**config.mk**
```make
export PLATFORM = sky130hd
export DESIGN_NAME = kd_tree_node_loader
export DESIGN_NICKNAME = d
export VERILOG_FILES = /design/src/rtl/kd_tree_node_loader.sv
export SDC_FILE = /design/constraint.sdc
export NUM_CORES = 1
export LEC_CHECK = 0
export ABC_AREA = 1
export CAP_MARGIN = 0
export CORE_AREA = 2 2 302 304
export DETAILED_ROUTE_END_ITERATION = 8
export DIE_AREA = 0 0 304 306
export PLACE_DENSITY = 0.31
export RECOVER_POWER = 25
export REMOVE_ABC_BUFFERS = 1
export SETUP_SLACK_MARGIN = 0.15
export SLEW_MARGIN = 5
export SYNTH_ARGS = -nofsm -noshare
export SYNTH_HDL_FRONTEND = slang
export SYNTH_SLANG_ARGS = --single-unit
```
**constraint.sdc**
```tcl
create_clock -name clk -period 1.49 [get_ports clk]
set_input_delay 0.2235 -clock clk [delete_from_list [all_inputs] [get_ports clk]]
set_output_delay 0.2235 -clock clk [all_outputs]
set_load 0.05 [all_outputs]
```
**src/rtl/kd_tree_node_loader.sv**
```systemverilog
// KD-tree internal-node loader: streams config words into the node array in
// breadth-first order, then reads every node back and checks its split dimension.
module kd_tree_node_loader #(
    parameter int unsigned NUM_NODES     = 31,
    parameter int unsigned STORAGE_WIDTH = 22,
    parameter int unsigned ADDR_WIDTH    = 5,
    parameter int unsigned NUM_DIMS      = 5
) (
    input  logic                               clk,
    input  logic                               rst_n,
    input  logic                               start,
    input  logic                               in_valid,
    output logic                               in_ready,
    input  logic [STORAGE_WIDTH-1:0]           in_data,
    output logic [NUM_NODES-1:0]               wen,
    output logic [STORAGE_WIDTH-1:0]           wdata,
    input  logic [NUM_NODES*STORAGE_WIDTH-1:0] rdata_flat,
    output logic                               busy,
    output logic                               done,
    output logic                               error,
    output logic [ADDR_WIDTH-1:0]              err_node
);

    localparam int unsigned IDX_W   = 3;
    localparam int unsigned MED_LSB = 11;
    localparam int unsigned PAD_W   = MED_LSB - IDX_W;
    localparam logic [ADDR_WIDTH-1:0] LAST_NODE = ADDR_WIDTH'(NUM_NODES - 1);
    localparam logic [IDX_W-1:0]      DIM_LIMIT = IDX_W'(NUM_DIMS);

    typedef enum logic [2:0] {
        S_IDLE,
        S_LOAD,
        S_SETTLE,
        S_VERIFY,
        S_DONE
    } state_e;

    state_e                  state_q;
    logic [ADDR_WIDTH-1:0]   wr_cnt_q;
    logic [ADDR_WIDTH-1:0]   rd_cnt_q;
    logic                    in_ready_q;
    logic [NUM_NODES-1:0]    wen_q;
    logic [STORAGE_WIDTH-1:0] wdata_q;
    logic                    busy_q;
    logic                    done_q;
    logic                    error_q;
    logic [ADDR_WIDTH-1:0]   err_node_q;

    logic [NUM_NODES-1:0][IDX_W-1:0] rd_idx_c;
    logic                            rd_bad_c;
    logic                            hs_c;
    logic                            unused_c;

    // Only the idx field of each readback is inspected.
    for (genvar g = 0; g < NUM_NODES; g++) begin : g_rd_idx
        assign rd_idx_c[g] = rdata_flat[g*STORAGE_WIDTH +: IDX_W];
    end

    assign rd_bad_c = (rd_idx_c[rd_cnt_q] >= DIM_LIMIT);
    assign hs_c     = in_valid & in_ready_q;
    assign unused_c = ^{in_data[MED_LSB-1:IDX_W], rdata_flat};

    always_ff @(posedge clk) begin
        if (!rst_n) begin
            state_q    <= S_IDLE;
            wr_cnt_q   <= '0;
            rd_cnt_q   <= '0;
            in_ready_q <= 1'b0;
            wen_q      <= '0;
            wdata_q    <= '0;
            busy_q     <= 1'b0;
            done_q     <= 1'b0;
            error_q    <= 1'b0;
            err_node_q <= '0;
        end else begin
            case (state_q)
                S_IDLE, S_DONE: begin
                    if (start) begin
                        state_q    <= S_LOAD;
                        wr_cnt_q   <= '0;
                        error_q    <= 1'b0;
                        err_node_q <= '0;
                        in_ready_q <= 1'b1;
                        busy_q     <= 1'b1;
                        done_q     <= 1'b0;
                    end
                end
                S_LOAD: begin
                    wen_q <= '0;
                    if (hs_c) begin
                        // Don't-care bits are zeroed; idx is written unchecked.
                        wen_q    <= NUM_NODES'(1) << wr_cnt_q;
                        wdata_q  <= {in_data[STORAGE_WIDTH-1:MED_LSB], PAD_W'(0),
                                     in_data[IDX_W-1:0]};
                        wr_cnt_q <= wr_cnt_q + ADDR_WIDTH'(1);
                        if (wr_cnt_q == LAST_NODE) begin
                            state_q    <= S_SETTLE;
                            in_ready_q <= 1'b0;
                        end
                    end
                end
                S_SETTLE: begin
                    wen_q    <= '0;
                    rd_cnt_q <= '0;
                    state_q  <= S_VERIFY;
                end
                S_VERIFY: begin
                    if (rd_bad_c) begin
                        err_node_q <= rd_cnt_q;
                        error_q    <= 1'b1;
                        state_q    <= S_DONE;
                        busy_q     <= 1'b0;
                        done_q     <= 1'b1;
                    end else if (rd_cnt_q == LAST_NODE) begin
                        state_q <= S_DONE;
                        busy_q  <= 1'b0;
                        done_q  <= 1'b1;
                    end else begin
                        rd_cnt_q <= rd_cnt_q + ADDR_WIDTH'(1);
                    end
                end
                default: begin
                    state_q    <= S_IDLE;
                    in_ready_q <= 1'b0;
                    wen_q      <= '0;
                    busy_q     <= 1'b0;
                    done_q     <= 1'b0;
                end
            endcase
        end
    end

    assign in_ready = in_ready_q;
    assign wen      = wen_q;
    assign wdata    = wdata_q;
    assign busy     = busy_q;
    assign done     = done_q;
    assign error    = error_q;
    assign err_node = err_node_q;

endmodule
```
==> results list, run 1 <==
- Largest net degree at the start of global routing: 24
- Final hold slack: 0.441 ns
* Setup Slack @ Placement: -0.704 ns
- Largest area contributor in the netlist: dfxtp_1
- HP Class: input port to flip-flop
* Slew margin rel.: 65.8%
* Critical Path Source Type: flip-flop
* Dpl cell area: 7860 um^2
- Synthesis instantiated 29 different standard cells from the library.
- The pre-antenna-repair detailed-routing pass consisted of 4 iterations.
- Number of global-route vias before repair: 5,111
* Status: finished with violations
- Traced cell by cell, the critical path runs through buf_12 -> clkbuf_16 -> o21ai_1 -> nand3_2 -> nand2_2 -> nand2_2 -> nand3_2 -> nand3_4 -> nand2_4 -> nand2_4 -> nand3_4 -> nand2_1 -> a21oi_1.
- Clk Tree Root Cell: clkbuf_16
- The routed layout has 4,907 vias.
- Row cnt: 110
* Post-Synthesis Mean Instance Area: 6.20 um^2
- Maximum count of clock buffers along a single path: 2
- Setup violations remaining at the end of the flow were counted as 30.
* DRC violations left: 0
- Of the synthesized area, sequential elements account for 34.7%.
- In the post-synthesis netlist, the cell with the most instances is nand2_1.
- Final weighted congestion in routability-driven placement: 0.693
- For this run, the total global-route usage over all layers was measured as 5.23%.
* Final design instance area without fill: 9350 um^2
* Number of enable-type register cells in the synthesized netlist: 0
* Cell depth of the worst flop-to-flop path: 13
- For the final routed database, the setup TNS stands at -6.34 ns.
- Layout cells sized above 1: 37.9%
- Summed over all nets, the half-perimeter wirelength after detailed placement is 18,800 um.
* Max Slew Vio Count: 0
- Sorting the synthesized cells by area gives the leading types as dfxtp_1 (35%), nand2_1 (19%), nand3_1 (8.3%).
- Clock Pin Slew Worst Setup and Hold Paths: 0.06 ns
- Final hold violation count: 0
* R2R setup slack: -0.41 ns
- Top_reg_cell synth: dfxtp_1
- Setup repair after global routing could not meet its margin everywhere.
- In this run the worst path has a maximum fanout of 7.
- The die is 304 um wide.
* Boundary pin count: 770
* Minimum clock period: 1.90 ns
- Summed over all layers, the routed wires come to 24,600 um.
* Die outline area: 93,000 um^2
- Violations in the final reports: setup timing
* Hold Path Stages: 3
* PortBufs: 164
- Max-cap violation count: 0
- The H-tree was split into 3 levels.
* Transition at the pin with the smallest max-transition slack: 0.511 ns
* Clock latency on the worst-skew pair: 0.36 ns
- Across the VDD grid, the largest voltage drop is 0.000492 V.
* Hold Crit Endpoint: wdata[21]
* Total clock buffers created by CTS: 9
* Delay of the slowest critical-path stage: 0.39 ns
* Fillers: 10,344
* Flip-flop and latch count after synthesis: 67
- Endpoint of the worst register-to-register path: err_node[1]
- Final standard cell utilization of the core: 10.4%
- The worst setup path is of the flip-flop to flip-flop kind.
- For this run the aggregate overflow at the end of global routing stands at 0.
- Cells after Synth: 624
- Once the floorplan was initialized, standard cells occupied 4.32% of the core.
- The core region is 89,600 um^2.
- The worst setup path is captured at a flip-flop.
- For the worst setup path, the data required time is 1.78 ns.
- The initial antenna violation count is 13.
- Number of warning messages in the yosys log: 0
- Initial detailed-routing violation count: 198
- Dividing the detail-routed via count by the number of cells gives 2.39.
- Of all flip-flops after synthesis, the portion carrying an async set or reset was 0%.
- Dividing total power by cell area gives a power density of 704 nW/um^2.
* Count of hold buffers inserted by post-cts repair: 0
- In this run the most critical hold path is launched from in_data[21].
- Final Net Count: 1,585
- Peak Freq: 0.526 GHz
- Among all stages on the critical path, the largest delay is contributed by dfxtp_4.
- The first global-routing pass estimated 34,900 um of wire.
* Cell area after technology mapping: 3870 um^2
- Number of clock sinks: 67
- Post-route clock skew: 0.00950 ns
- Worst Slack Setup Final: -0.411 ns
- Static power due to leakage: 0.00348 uW
- Arrival time worst endpoint: 2.19 ns
* Commonest cells post-synth: nand2_1 (196), dfxtp_1 (67), inv_1 (64), nand3_1 (64), nor2_1 (62)
* TritonCTS clock tree: yes
* Critical R2R Launch: rd_cnt_q[0]
- In the final routed layout, each cell accounts on average for 12.0 um.
* Area share of the largest cell type after synthesis: 34.7%
* Area grow syn2layout: 142%
- Final worst-path cycle share: 128%
- Once detail routing completed, the nets flagged for antenna violations numbered 0.
* Die Y: 306 um
cell type report:
cell class / count / area (um^2) / share of cell area, %
diodes: 2 / 5.00 / 0.0535
clock buffers: 11 / 243 / 2.60
clock inverters: 5 / 62.6 / 0.669
inverters: 70 / 298 / 3.19
multi-input cells: 454 / 2850 / 30.5
flip-flops and latches: 67 / 1350 / 14.5
well taps: 1176 / 1470 / 15.7
repair buffers: 267 / 3060 / 32.8
cell families after synthesis:
logic type | share of synthesized area, %
and+or+nand+nor | 38.5
other | 0.0969
xor gates and xnor gates | 0.679
adders and majority gates | 2.59
buffers and inverters | 12.6
DFF | 34.7
AOI/OAI and AO/OA | 10.9
critical path: cells and delay by family (launching register included):
family,cells,cell delay [ns]
AO/OA/AOI/OAI,2,0.23
buffers and inverters,2,0.32
flip-flops,1,0.39
AND/OR/NAND/NOR,9,0.87
worst max path at each step:
stage                              to            start  slack (ns)
after global placement           busy  rdata_flat[595]       -0.66
final                     err_node[1]      rd_cnt_q[0]       -0.41
after floorplan           err_node[0]      rd_cnt_q[0]       -0.89
after detailed placement  err_node[4]      rd_cnt_q[0]       -0.70
after global routing             busy      rd_cnt_q[0]       -0.54
after CTS                 rd_cnt_q[1]      rd_cnt_q[0]       -0.46
layer usage:
metal	vias to the layer above	global-route usage, %	part of all wire, %
met5	-	0	0.33
met4	14	1.09	1.2
met3	35	3.13	12
met2	164	7.72	42
met1	2227	6.48	45
li1	2467	-	-
report_power, final:
| part | internal [uW] | switching [uW] | leakage, uW |
|---|---|---|---|
| combinational | 1150 | 1280 | 0.00280 |
| clock | 1350 | 902 | 0.000142 |
| sequential | 1840 | 58.9 | 0.000544 |
| total | 4340 | 2240 | 0.00348 |
layout by cell type, fill, tap and decap left out, types with 3 or more instances in the layout:
cell type,Yosys,final
o21ai_0,30,6
buf_4,12,75
o21ai_1,1,6
a21oi_1,53,28
nor2_1,62,42
inv_1,64,52
clkbuf_2,0,9
buf_12,0,43
clkinvlp_4,0,4
nor2_2,2,10
dfxtp_1,67,62
nand2_4,0,8
nand3_2,4,14
a21oi_2,0,23
nand2_1,196,167
nand4_1,5,5
conb_1,1,8
dlymetal6s2s_1,0,5
inv_2,4,9
nor2_4,1,13
clkdlybuf4s50_1,0,110
o21ai_2,0,19
buf_16,0,7
dfxtp_2,0,3
nor4_4,0,5
nand3_1,64,40
nand3_4,0,14
buf_6,2,14
xor2_1,3,3
inv_4,1,4
clkbuf_16,0,11
nand2_2,2,22
nor3_2,1,3
nor3_4,0,4
ha_1,8,7
metrics by stage:
stage | std cells | total power (uW)
after floorplan | 591 | 2640
after global placement | 2005 | 3750
after detailed placement | 2005 | 3750
after CTS | 2045 | 6490
after global routing | 2050 | 7000
final | 2052 | 6580
sequential cells by signal, summed over array words and instances, names as in the netlist:
name,count
error,1
wen,31
in_ready,1
done,1
rd_cnt_q,5
wr_cnt_q,5
busy,1
state_q,3
wdata,14
err_node,5
timing repair:
action,4_1_cts,5_1_grt
pin swaps,36,59
resized for setup,160,103
setup endpoints to repair,67,67
cloned,7,3
setup buffers,17,2
Power figures use the tool's default switching activity.
==> run 2, diff against run 1 <==
--- a/config.mk
+++ b/config.mk
@@ -10,7 +10,7 @@
 export CORE_AREA = 2 2 302 304
 export DETAILED_ROUTE_END_ITERATION = 8
 export DIE_AREA = 0 0 304 306
-export PLACE_DENSITY = 0.31
+export PLACE_DENSITY = 0.34
 export RECOVER_POWER = 25
 export REMOVE_ABC_BUFFERS = 1
 export SETUP_SLACK_MARGIN = 0.15
==> run 2 against run 1 <==
Compared with the run above: the run still ends with setup timing left; sequential share of layout area down 0.35 points; sequential cell count unchanged; worst hold slack better by 0.033 ns; critical path depth increased by 2; core utilization rose by 0.24 points; maximum frequency is 2.3% lower; setup slack got worse by 0.044 ns; total power increased by 4.2%.
==> results list, run 2 (synthesis results as in run 1) <==
* Status: finished with violations
- The checks that failed: setup timing.
* Area grow syn2layout: 147%
* Peak Freq: 0.514 GHz
- Worst Slack Setup Final: -0.455 ns
- The congestion estimate from routability-driven global placement came to 0.687.
- Setup violations remaining at the end of the flow were counted as 41.
- The library cell used most frequently in the layout, excluding fill and tap cells, is nand2_1.
- The count of nets left with antenna violations once routing finished came out at 0.
- Initial antenna violation count: 15
- Count of H-tree levels built during CTS: 3
- Type of the worst setup path: flip-flop to flip-flop
- The filler cells instantiated in the layout total 10,352.
* Number of global-route vias before repair: 5,236
- Number of flip-flops in the largest register: 31
- For the final database, setup skew stands at 0.00886 ns.
* Core Area: 89,600 um^2
- Worst IR drop on VDD: 0.000555 V
- The number of pins with negative max-slew slack in the final report came to 0.
- Subtracting the final worst setup slack from the clock period gives 1.94 ns.
- PortBufs: 164
* Routed wire length per instance: 12.3 um
- TritonCTS built the clock tree.
- Slew margin rel.: 66.0%
- For the worst setup path, the data required time is 1.75 ns.
- Clock-pin slew was measured on the worst setup and hold paths at 0.06 ns.
* Static power due to leakage: 0.00351 uW
* Highest-count cells in the layout ignoring fill and taps: nand2_1 (139), clkdlybuf4s50_1 (110), buf_4 (69)
- The initial utilization of the core area, before any placement, comes to 4.32%.
* Global-route wire length before repair: 35,300 um
- 770 I/O pins were placed.
- Global router's overall resource usage: 5.27%
* Die Y: 306 um
- Largest net degree at the start of global routing: 30
* HP Class: flip-flop to flip-flop
- Final standard cell utilization of the core: 10.7%
* Maximum count of clock buffers along a single path: 2
- Max-cap violations in this run came to 0.
* RSZ-0062 raised after global routing: true
- Prior to clock tree synthesis, the placed netlist has a worst setup slack of -0.698 ns.
* DRC violations left: 0
- Final Net Count: 1,600
* Final hold violation count: 0
* Sum of overflow across all layers after global routing: 0
* Die outline area: 93,000 um^2
* Accumulated negative setup slack: -7.62 ns
- For this block, the via count after detailed routing is 4,954.
- Of all nets on the critical path, the largest fanout is 6.
* Count of hold buffers inserted by post-cts repair: 0
- In the finished design, the share of the clock period the worst path needs comes to 131%.
- Wirelength, routed: 25,400 um
- Initial detailed-routing violation count: 158
- PwrDens: 717 nW/um^2
- TritonCTS created 9 clock buffers.
- Die Width: 304 um
- Number of iterations in the first detailed-routing pass: 4
- Row cnt: 110
- Transition at the pin with the smallest max-transition slack: 0.510 ns
- Clk Tree Root Cell: clkbuf_16
- Data arrives at the worst endpoint at 2.20 ns.
- HPWL after DPL: 19,300 um
- The worst setup path is captured at a flip-flop.
- Critical Path Source Type: flip-flop
* Number of clock sinks: 67
* Clock latency on the worst-skew pair: 0.37 ns
- Cells with a size suffix above 1 make up 39.9% of the layout.
- Using the TritonRoute via totals, the vias-per-cell ratio works out to 2.40.
-- run 2: timing repair --
item / CTS / global route
hold endpoints to repair: 0 / 0
resized for setup: 192 / 75
pin swaps: 56 / 49
gates cloned: 7 / 4
buffers inserted: 19 / 8
endpoints found under the setup margin: 67 / 67
-- run 2: where the power goes --
part | switching, uW | internal, uW
logic | 1360 | 1270
registers | 54.2 | 1840
clock network | 965 | 1360
-- run 2: metrics by stage --
step	instance area [um^2]	hold WS, ns	total power, uW	instances
global route	9550	0.480	7260	2065
floorplan	3670	0.349	2640	591
detailed placement	7840	0.495	3750	2011
finish	9560	0.475	6850	2067
CTS	9210	0.456	6790	2053
global placement	7840	0.491	3760	2011
-- run 2: final timing paths --
kind	start	to	slack, ns	cells past startpoint
min	wen[16]	wen[16]	0.47	2
max reg2reg	rd_cnt_q[0]	rd_cnt_q[0]	-0.45	15
min reg2reg	wen[16]	wen[16]	0.47	2
max	rd_cnt_q[0]	rd_cnt_q[0]	-0.45	15
-- run 2: area by class of cell --
| class | instances | area, um^2 | area share [%] |
|---|---|---|---|
| Timing Repair Buffer | 279 | 3300 | 34.5 |
| Sequential cell | 67 | 1350 | 14.1 |
| Antenna cell | 2 | 5.00 | 0.0524 |
| Tap cell | 1176 | 1470 | 15.4 |
| Clock inverter | 6 | 72.6 | 0.759 |
| Timing Repair inverter | 3 | 36.3 | 0.380 |
| Multi-Input combinational cell | 454 | 2790 | 29.2 |
| Clock buffer | 10 | 239 | 2.50 |
| Inverter | 70 | 297 | 3.10 |
-- run 2: layer usage --
metal / wire (um) / part of all wire [%] / global-route usage, %
met3: 2930 / 12 / 3.28
met5: 102 / 0.40 / 0
met1: 10800 / 42 / 6.19
met4: 556 / 2.2 / 1.23
met2: 11000 / 43 / 8.03
-- run 2: worst max-delay path, cell delays in order (launching register included) --
cell	delay, ns
dfxtp_4	0.41
buf_8	0.15
buf_6	0.12
buf_4	0.12
nand2_1	0.05
nand3_1	0.08
nand3_1	0.08
nand2_1	0.07
nor2_2	0.12
nand2_2	0.07
nand3_4	0.11
nand3_4	0.11
nand2_4	0.11
inv_4	0.06
o21ai_2	0.12
nor2_1	0.04
